==> src/rtl/mem_access_ctrl_if.sv <==
// ============================================================================
// Module   : mem_access_ctrl_if
// Brief    : Request/response channel and memory pin bundle for mem_access_ctrl.
// Revision : 1.0
// ============================================================================
`default_nettype none

interface mem_access_ctrl_if #(
    parameter int DATA_WIDTH = 32,
    parameter int ADDR_WIDTH = 4
);
    logic                  req_valid;
    logic                  req_ready;
    logic                  req_write;
    logic [ADDR_WIDTH-1:0] req_addr;
    logic [ADDR_WIDTH-1:0] req_len;
    logic [DATA_WIDTH-1:0] req_data;

    logic                  rsp_valid;
    logic                  rsp_ready;
    logic [DATA_WIDTH-1:0] rsp_data;
    logic                  rsp_last;
    logic                  rsp_err;

    logic [DATA_WIDTH-1:0] Mem_Data_in;
    logic [ADDR_WIDTH-1:0] Mem_Address;
    logic                  Mem_EN;
    logic [DATA_WIDTH-1:0] Mem_Data_out;
    logic                  Mem_Valid_out;

    modport slave (
        input  req_valid, req_write, req_addr, req_len, req_data,
        output req_ready,
        output rsp_valid, rsp_data, rsp_last, rsp_err,
        input  rsp_ready,
        output Mem_Data_in, Mem_Address, Mem_EN,
        input  Mem_Data_out, Mem_Valid_out
    );

    modport master (
        output req_valid, req_write, req_addr, req_len, req_data,
        input  req_ready,
        input  rsp_valid, rsp_data, rsp_last, rsp_err,
        output rsp_ready,
        input  Mem_Data_in, Mem_Address, Mem_EN,
        output Mem_Data_out, Mem_Valid_out
    );
endinterface

`default_nettype wire

==> src/rtl/mem_access_ctrl.sv <==
// ============================================================================
// Module   : mem_access_ctrl
// Brief    : Write / wrapping read-burst front-end for a single-port memory.
// Revision : 1.0
// ============================================================================
`default_nettype none

module mem_access_ctrl #(
    parameter int DATA_WIDTH = 32,
    parameter int ADDR_WIDTH = 4
) (
    input  logic             CLK,
    input  logic             RST,
    mem_access_ctrl_if.slave bus
);

    typedef enum logic [2:0] {
        S_IDLE     = 3'd0,
        S_WRITE    = 3'd1,
        S_RD_ISSUE = 3'd2,
        S_RD_WAIT  = 3'd3,
        S_RD_RESP  = 3'd4
    } state_e;

    state_e                state_q,     state_d;
    logic [ADDR_WIDTH-1:0] addr_q,      addr_d;
    logic [ADDR_WIDTH-1:0] cnt_q,       cnt_d;
    logic [DATA_WIDTH-1:0] wdata_q,     wdata_d;
    logic                  mem_en_q,    mem_en_d;
    logic                  req_ready_q, req_ready_d;
    logic                  rsp_valid_q, rsp_valid_d;
    logic [DATA_WIDTH-1:0] rsp_data_q,  rsp_data_d;
    logic                  rsp_last_q,  rsp_last_d;
    logic                  rsp_err_q,   rsp_err_d;

    always_ff @(posedge CLK) begin
        if (RST) begin
            state_q     <= S_IDLE;
            addr_q      <= '0;
            cnt_q       <= '0;
            wdata_q     <= '0;
            mem_en_q    <= 1'b0;
            req_ready_q <= 1'b0;
            rsp_valid_q <= 1'b0;
            rsp_data_q  <= '0;
            rsp_last_q  <= 1'b0;
            rsp_err_q   <= 1'b0;
        end else begin
            state_q     <= state_d;
            addr_q      <= addr_d;
            cnt_q       <= cnt_d;
            wdata_q     <= wdata_d;
            mem_en_q    <= mem_en_d;
            req_ready_q <= req_ready_d;
            rsp_valid_q <= rsp_valid_d;
            rsp_data_q  <= rsp_data_d;
            rsp_last_q  <= rsp_last_d;
            rsp_err_q   <= rsp_err_d;
        end
    end

    always_comb begin
        state_d     = state_q;
        addr_d      = addr_q;
        cnt_d       = cnt_q;
        wdata_d     = wdata_q;
        rsp_valid_d = rsp_valid_q;
        rsp_data_d  = rsp_data_q;
        rsp_last_d  = rsp_last_q;
        rsp_err_d   = rsp_err_q;

        case (state_q)
            S_IDLE: begin
                if (bus.req_valid && req_ready_q) begin
                    addr_d  = bus.req_addr;
                    cnt_d   = bus.req_len;
                    wdata_d = bus.req_data;
                    state_d = bus.req_write ? S_WRITE : S_RD_ISSUE;
                end
            end
            S_WRITE:    state_d = S_IDLE;
            S_RD_ISSUE: state_d = S_RD_WAIT;
            S_RD_WAIT: begin
                // Memory output now reflects the address driven during RD_ISSUE.
                rsp_data_d  = bus.Mem_Data_out;
                rsp_err_d   = !bus.Mem_Valid_out;
                rsp_last_d  = (cnt_q == '0);
                rsp_valid_d = 1'b1;
                state_d     = S_RD_RESP;
            end
            S_RD_RESP: begin
                if (bus.rsp_ready) begin
                    rsp_valid_d = 1'b0;
                    if (cnt_q == '0) begin
                        state_d = S_IDLE;
                    end else begin
                        cnt_d   = cnt_q - ADDR_WIDTH'(1);
                        addr_d  = addr_q + ADDR_WIDTH'(1);
                        state_d = S_RD_ISSUE;
                    end
                end
            end
            default: state_d = S_IDLE;
        endcase

        // Registered outputs follow the upcoming state so they line up with it.
        mem_en_d    = (state_d == S_WRITE);
        req_ready_d = (state_d == S_IDLE);
    end

    assign bus.req_ready   = req_ready_q;
    assign bus.rsp_valid   = rsp_valid_q;
    assign bus.rsp_data    = rsp_data_q;
    assign bus.rsp_last    = rsp_last_q;
    assign bus.rsp_err     = rsp_err_q;
    assign bus.Mem_Data_in = wdata_q;
    assign bus.Mem_Address = addr_q;
    assign bus.Mem_EN      = mem_en_q;

endmodule

`default_nettype wire
==> src/flat_wrapper.sv <==
// flat-port wrapper written by rule: the top's interface ports become plain ports
module mem_access_ctrl_flat 
#(
    parameter int DATA_WIDTH = 32,
    parameter int ADDR_WIDTH = 4
)
  (CLK, RST, bus_req_valid, bus_req_write, bus_req_addr, bus_req_len, bus_req_data, bus_req_ready, bus_rsp_valid, bus_rsp_data, bus_rsp_last, bus_rsp_err, bus_rsp_ready, bus_Mem_Data_in, bus_Mem_Address, bus_Mem_EN, bus_Mem_Data_out, bus_Mem_Valid_out);
  mem_access_ctrl_if #(.DATA_WIDTH(DATA_WIDTH), .ADDR_WIDTH(ADDR_WIDTH)) bus_i ();
  input  logic CLK;
  input  logic RST;
  input wire logic [$bits(bus_i.req_valid)-1:0] bus_req_valid;
  input wire logic [$bits(bus_i.req_write)-1:0] bus_req_write;
  input wire logic [$bits(bus_i.req_addr)-1:0] bus_req_addr;
  input wire logic [$bits(bus_i.req_len)-1:0] bus_req_len;
  input wire logic [$bits(bus_i.req_data)-1:0] bus_req_data;
  output wire logic [$bits(bus_i.req_ready)-1:0] bus_req_ready;
  output wire logic [$bits(bus_i.rsp_valid)-1:0] bus_rsp_valid;
  output wire logic [$bits(bus_i.rsp_data)-1:0] bus_rsp_data;
  output wire logic [$bits(bus_i.rsp_last)-1:0] bus_rsp_last;
  output wire logic [$bits(bus_i.rsp_err)-1:0] bus_rsp_err;
  input wire logic [$bits(bus_i.rsp_ready)-1:0] bus_rsp_ready;
  output wire logic [$bits(bus_i.Mem_Data_in)-1:0] bus_Mem_Data_in;
  output wire logic [$bits(bus_i.Mem_Address)-1:0] bus_Mem_Address;
  output wire logic [$bits(bus_i.Mem_EN)-1:0] bus_Mem_EN;
  input wire logic [$bits(bus_i.Mem_Data_out)-1:0] bus_Mem_Data_out;
  input wire logic [$bits(bus_i.Mem_Valid_out)-1:0] bus_Mem_Valid_out;
  assign bus_i.req_valid = bus_req_valid;
  assign bus_i.req_write = bus_req_write;
  assign bus_i.req_addr = bus_req_addr;
  assign bus_i.req_len = bus_req_len;
  assign bus_i.req_data = bus_req_data;
  assign bus_req_ready = bus_i.req_ready;
  assign bus_rsp_valid = bus_i.rsp_valid;
  assign bus_rsp_data = bus_i.rsp_data;
  assign bus_rsp_last = bus_i.rsp_last;
  assign bus_rsp_err = bus_i.rsp_err;
  assign bus_i.rsp_ready = bus_rsp_ready;
  assign bus_Mem_Data_in = bus_i.Mem_Data_in;
  assign bus_Mem_Address = bus_i.Mem_Address;
  assign bus_Mem_EN = bus_i.Mem_EN;
  assign bus_i.Mem_Data_out = bus_Mem_Data_out;
  assign bus_i.Mem_Valid_out = bus_Mem_Valid_out;
  mem_access_ctrl #(.DATA_WIDTH(DATA_WIDTH), .ADDR_WIDTH(ADDR_WIDTH)) u_core (.CLK(CLK), .RST(RST), .bus(bus_i));
endmodule
==> config.mk <==
export PLATFORM = sky130hd
export DESIGN_NAME = mem_access_ctrl_flat
export DESIGN_NICKNAME = d
export VERILOG_FILES = /design/src/rtl/mem_access_ctrl_if.sv /design/src/rtl/mem_access_ctrl.sv /design/src/flat_wrapper.sv
export SDC_FILE = /design/constraint.sdc
export NUM_CORES = 1
export LEC_CHECK = 0
export ABC_AREA = 1
export CORE_MARGIN = 2
export CORE_UTILIZATION = 56
export CTS_BUF_LIST = sky130_fd_sc_hd__clkbuf_16
export DETAILED_ROUTE_END_ITERATION = 6
export DONT_BUFFER_PORTS = 1
export HOLD_SLACK_MARGIN = 0.06
export PLACE_DENSITY_LB_ADDON = 0.12
export SYNTH_ARGS = -nofsm -noshare
export SYNTH_HDL_FRONTEND = slang
export SYNTH_SLANG_ARGS = --single-unit
==> constraint.sdc <==
create_clock -name CLK -period 1.2 [get_ports CLK]
set_input_delay 0.18 -clock CLK [delete_from_list [all_inputs] [get_ports CLK]]
set_output_delay 0.18 -clock CLK [all_outputs]
set_load 0.005 [all_outputs]
==> impl_metrics.yaml <==
floorplan:
  core_area_mm2: 0.005405
  initial_utilization: 0.5699
  die-area_mm2: 0.006110
  die_w_um: 78.17
  die_y_um: 78.17
  num_io_pins: 151
  row_count: 27
logic_synthesis:
  synth_top_cell_by_area: "dfxtp_1"
  yosys_register_bits: 80
  synth.area.mux_share: 0
  yosys_warnings: 0
  synth-compound-area-share: 0.1275
  synth-simple-area-share: 0.2843
  synth_top_family_by_area: "simple AND/OR/NAND/NOR gates"
  synth_edf_count: 0
  netlist_instances: 418
  synth_ff_type: "dfxtp_1"
  syn_avg_cell_area_um2: 7.370
  async_flop_share: 0
  synth-xor-area-share: 0
  synth-adder-area-share: 0.008123
  ys_seq_area_frac: 0.5199
  synth.distinct_cells: 20
  synthTopCellsByArea: "dfxtp_1 (52%), nor2_1 (11%), nand2_1 (8.7%)"
  synth_top_area_frac: 0.5199
  synth_nets: 498
  synth_area_mm2: 0.003080
clock_network:
  cts.clk_slew.worst_paths_ns: 0.06
  cts_buffers: 9
  htreeDepth: 3
  cts_tree: "done"
  cts.sinks: 80
  cts_root_buffer: "clkbuf_16"
  clk_path_buf_depth: 2
  insertion_delay_ns: 0.33
critical_path:
  arrival_ns: 1.51
  cp_max_fo: 17
  cp_data_required_time_ns: 1.41
  path_class: "flop to flop"
  crit_chain: "inv_2 > nand2_4 > nor2_4 > nand2_4 > clkbuf_16 > nand2_1 > a21oi_1"
  crit_path_start_kind: "flop"
  cpMostUsedCell: "nand2_4"
  crit_slowest_cell: "dfxtp_4"
  end_kind: "flop"
  max_stage_delay_ns: 0.37
layout:
  drive_above_1_share: 0.1996
  register_area_mm2: 0.001614
  nets: 581
  multi_input_area_mm2: 0.001509
  fin_util: 0.8539
  fill_cells: 311
  syn2layout_area_growth_pct: 49.84
  n_antenna_cell: 0
route:
  num_vias: 3111
  wirelength_um: 9200
  antenna_left: 0
  routedWlPerCell_um: 15.92
  drtPass1Iterations: 4
  via_per_inst: 5.382
  drtIter0Drc: 133
  drcViolationCount: 0
power:
  pwr-share-clk: 0.387
  switching_share: 0.2735
  p_leak_nw: 1.860
  seq_power_share: 0.439
  p_int_mw: 4.768
  ir_drop_uv: 1654
  powerDensity_mw_per_mm2: 1422
  p_sw_mw: 1.795
  p_comb_frac: 0.173
sta:
  max_freq_mhz: 771.0
  fin_crit_ns: 1.297
  whs_ns: 0.05627
  setup_viol: 36
  slew_violations: 0
  tightest_slew_ns: 0.2192
  rsz0062_at_grt: "true"
  fin_skew_ns: 0.006014
  post-route-period-util: 1.081
  slew_headroom: 0.8523
  hold_viol: 0
  timing.final.ws_setup_ns: -0.09707
global_route:
  antenna_found_initial: 0
  grt_pass1_wl_um: 13140
  grt_max_degree: 43
  grt_usage: 0.2666
  grt_overflow: 0
  grt_pass1_vias: 2904
outcome:
  status: "finished with violations"
  violations: "negative setup slack"
place:
  hpwl_um: 4972
  gp_congestion: 0.8231
  port_buffers: 0
worst_hold_path:
  hold_path_class: "input port to flop"
job:
  drv_cap: 0
[layout make-up]
cell class | instances | area share
Tap cell | 72 | 0.01952
Multi-Input combinational cell | 294 | 0.3269
Sequential cell | 80 | 0.3497
Clock buffer | 9 | 0.04879
Clock inverter | 7 | 0.01247
Timing Repair Buffer | 96 | 0.2242
Inverter | 20 | 0.01843
[layer usage]
metal  vias to the layer above  track usage  share of wire
met4                         0      0.08596          0.011
met2                       116       0.4767           0.52
met1                      1450       0.2890           0.40
li1                       1535            -              -
met3                        10       0.1034          0.076
met5                         -            0              0
[synthesized netlist by cell type (4+ instances only)]
cell type  count
a21oi_1       36
nor2_1        93
nand4_1        4
dfxtp_1       80
nand2_1       71
o21ai_0       41
clkbuf_1      12
nand3_1       40
inv_1         17
buf_2         10
[stage by stage]
stage	setup TNS (ns)	worst slack, ns	instance area [µm²]	power [mW]	cells
global route	-4.255	-0.1672	4616	6.807	578
finish	-1.400	-0.09707	4616	6.563	578
CTS	-0.08666	-0.02730	4299	6.345	570
floorplan	-0.008405	-0.004119	3107	3.401	418
detailed placement	-3.238	-0.1090	3313	3.613	489
global placement	-0.7417	-0.03956	3313	3.579	489
[layout by cell type, fill, tap and decap left out, drive strengths merged]
master / synthesis / layout
clkbuf: 12 / 12
nand3: 41 / 42
o21ai: 41 / 41
buf: 13 / 29
dlygate4sd3: 0 / 64
or2: 1 / 1
a211oi: 1 / 1
a21oi: 36 / 36
clkinv: 2 / 4
ha: 2 / 2
nor2: 95 / 95
nand2: 72 / 72
clkinvlp: 0 / 2
nand4: 4 / 4
dfxtp: 80 / 80
inv: 18 / 21
[cells by family (layout without fill, tap and decap cells)]
family                   Yosys count  count (layout)
AO/OA/AOI/OAI                     78              78
buffers and inverters             45             132
adder cells (fa/ha/maj)            2               2
flip-flops                        80              80
AND/OR/NAND/NOR                  213             214
[sequential cells by signal (all words and copies together) (netlist names)]
| name | cells |
|---|---|
| u_core.bus.req_ready | 1 |
| u_core.bus.Mem_Data_in | 32 |
| u_core.bus.rsp_err | 1 |
| u_core.bus.Mem_Address | 4 |
| u_core.cnt_q | 4 |
| u_core.bus.Mem_EN | 1 |
| u_core.state_q | 3 |
| u_core.bus.rsp_data | 32 |
| u_core.bus.rsp_last | 1 |
| u_core.bus.rsp_valid | 1 |
[critical path, delay by kind of cell (launching register included)]
| family | cells | cell delay [ns] |
|---|---|---|
| AND/OR/NAND/NOR | 4 | 0.47 |
| flip-flops | 1 | 0.37 |
| buffers and inverters | 2 | 0.26 |
| AO/OA/AOI/OAI | 1 | 0.07 |
[what timing repair did]
| action | in CTS | in global routing |
|---|---|---|
| gates resized for setup | 15 | 69 |
| cloned | 1 | 3 |
| buffers inserted | 0 | 4 |
| hold buffers | 64 | 1 |
| endpoints found under the setup margin | 73 | 75 |
| pin swaps | 3 | 14 |
| endpoints found under the hold margin | 69 | 1 |
[final timing paths]
check        depth (start not counted)                       start  slack, ns                         end
max                                  7           u_core.state_q[0]       -0.1  u_core.bus.Mem_Data_in[31]
min                                  2        bus_Mem_Data_out[16]       0.06     u_core.bus.rsp_data[16]
max reg2reg                          7           u_core.state_q[0]       -0.1  u_core.bus.Mem_Data_in[31]
min reg2reg                          2  u_core.bus.Mem_Data_in[20]       0.48  u_core.bus.Mem_Data_in[20]
[power groups by stage]
stage / combinational (mW) / sequential [mW] / clock [mW]
floorplan: 0.485 / 2.92 / 0
global placement: 0.656 / 2.92 / 0
detailed placement: 0.687 / 2.93 / 0
CTS: 0.915 / 2.87 / 2.56
global route: 1.24 / 2.89 / 2.68
finish: 1.14 / 2.88 / 2.54
No activity file was read; power rests on OpenSTA's default activity.
==> variant: new RTL, same flow settings <==
`wdata_q` no longer has a reset.
--- a/src/rtl/mem_access_ctrl.sv
+++ b/src/rtl/mem_access_ctrl.sv
@@ -38,7 +38,6 @@
             state_q     <= S_IDLE;
             addr_q      <= '0;
             cnt_q       <= '0;
-            wdata_q     <= '0;
             mem_en_q    <= 1'b0;
             req_ready_q <= 1'b0;
             rsp_valid_q <= 1'b0;
@@ -49,7 +48,6 @@
             state_q     <= state_d;
             addr_q      <= addr_d;
             cnt_q       <= cnt_d;
-            wdata_q     <= wdata_d;
             mem_en_q    <= mem_en_d;
             req_ready_q <= req_ready_d;
             rsp_valid_q <= rsp_valid_d;
@@ -57,6 +55,10 @@
             rsp_last_q  <= rsp_last_d;
             rsp_err_q   <= rsp_err_d;
         end
+    end
+
+    always_ff @(posedge CLK) begin
+        wdata_q <= wdata_d;
     end
 
     always_comb begin
Function: differs if RST is asserted again (counterexample within 4 cycles, from zero or initial values and one cycle with RST high); with RST held inactive, the same outputs for 10 cycles.
==> variant against the original RTL <==
The flow still finishes with violations (setup timing). Final cell count fell by 20%. Final area fell by 6.7%. Setup slack gained 0.0029 ns. Power up 2.7%. Area after synthesis decreased by 5.4%. Sequential cell count is the same. Wire length fell by 11%. Worst hold slack improved by 0.0068 ns. Global-route usage is essentially flat. Combinational power down 23%. Critical endpoint is now u_core.bus.Mem_Data_in[26]$_DFFE_PP_. Largest power group unchanged. Highest routed layer unchanged.
==> variant: results (changes against the original RTL) <==
run status=finished with violations; failing checks=setup timing; setup_tns=-2.71 ns (-1.31 ns); met1 Track Usage GR=28.7% (-0.24 points); Port Buf Inserts=0 (unchanged); Initial DRC Count=178 (+34%); final worst setup slack=-0.0942 ns (+0.00292 ns); Area contributors post-synth=dfxtp_1, edfxtp_1, nor2_1; layout cells sized above 1=20.7% (+0.70 points); routed len/inst=17.7 µm (+11%); Placement Cell Area=0.00310 mm² (-6.3%); met2 Usage GRT=47.9% (+0.27 points); Post-synth ARST share=0% (unchanged); first-pass GRT wire length=12000 µm (-8.9%); worst-case clock skew=0.00706 ns (+0.00104 ns); largest net degree at the start of global routing=33 (-23%); Leak=1.69 nW (-9.1%); initial antenna violation count=0 (unchanged); metal2 WL=4370 µm (-8.2%); share of the yosys chip area belonging to registers=66.0% (+14 points); drt via density=5.37 (-0.27%); routed wl met3=590 µm (-16%); GR Util met3=6.99% (-3.4 points); hpwl dp=4260 µm (-14%); count of unique library cells instantiated by Yosys=23 (+15%); DP Worst Slack=-0.0487 ns (+0.0602 ns); worst vdd ir=974 µV (-41%); slew margin rel.=80.0% (-5.2 points); vias in the first global route=2461 (-15%); mux contribution to synthesized area=0% (unchanged); Synth Net Count=382 (-23%); GR Util All Layers=26.7% (about the same); adder-cell area share of the yosys netlist=1.29% (+0.48 points); Syn Area/Cell=9.68 µm² (+31%); top_reg_cell synth=dfxtp_1; Met1 Wirelength=3020 µm (-17%); routability cong.=0.767 (-6.8%); synth cell count leaders=nor2_1, dfxtp_1, o21ai_0, nand2_1, edfxtp_1; number of synthesized flops with an enable pin=32 (+32); highest fanout seen on the critical path=8 (-9); Layout Nets=468 (-19%); Total Wirelength=8180 µm (-11%); Final Setup Violations=38 (+5.6%); post-synthesis xor/xnor area fraction=0.902% (+0.90 points); family with the most delay on the worst path=buffers and inverters; Synth Area in Compound Gates=8.51% (-4.2 points)
-- variant: cell types whose count changed after synthesis, sizes merged, moves of 5 or more --
cell,change
dfxtp,-32
edfxtp,+32
buf,-8
a21oi,-31
nand3,-35
nor2,-7
nand2,-36
clkbuf,-5
-- variant: what timing repair did --
item | 4_1_cts | 5_1_grt
endpoints found under the setup margin | 10 | 63
hold endpoints to repair | 67 | 0
resized for setup | 15 | 39
buffers inserted | 0 | 3
cloned | 1 | 3
hold buffers | 63 | 0
pin swaps | 5 | 15
-- variant: cells by family (layout without fill, tap and decap cells) --
logic type      Yosys count  after routing
compound gates           49             49
flops                    80             80
xor+xnor                  3              3
buf+inv                  30            120
fa+ha+maj                 3              3
simple gates            136            137
-- variant: cell type report --
type	instances	area, µm²
sequential	80	1940
multi-input combinational	192	1020
inverter	18	72.6
tap	70	87.6
clock inverter	6	57.6
timing repair buffer	86	877
clock buffer	10	250
fill	280	771
-- variant: power breakdown --
part / internal, mW / switching (mW)
Clock: 1.72 / 1.07
Sequential: 2.97 / 0.101
Combinational: 0.431 / 0.444
Total: 5.13 / 1.61
-- variant: worst paths after layout --
kind | start | to | slack, ns | depth (start not counted)
setup / recovery | u_core.state_q[1]$_SDFF_PP0_ | u_core.bus.Mem_Data_in[26]$_DFFE_PP_ | -0.09 | 5
hold / removal | bus_Mem_Data_out[24] | u_core.bus.rsp_data[24]$_SDFFE_PP0N_ | 0.06 | 2
setup reg to reg | u_core.state_q[1]$_SDFF_PP0_ | u_core.bus.Mem_Data_in[26]$_DFFE_PP_ | -0.09 | 5
hold reg to reg | u_core.bus.rsp_valid$_SDFFE_PP0P_ | u_core.bus.rsp_valid$_SDFFE_PP0P_ | 0.50 | 2
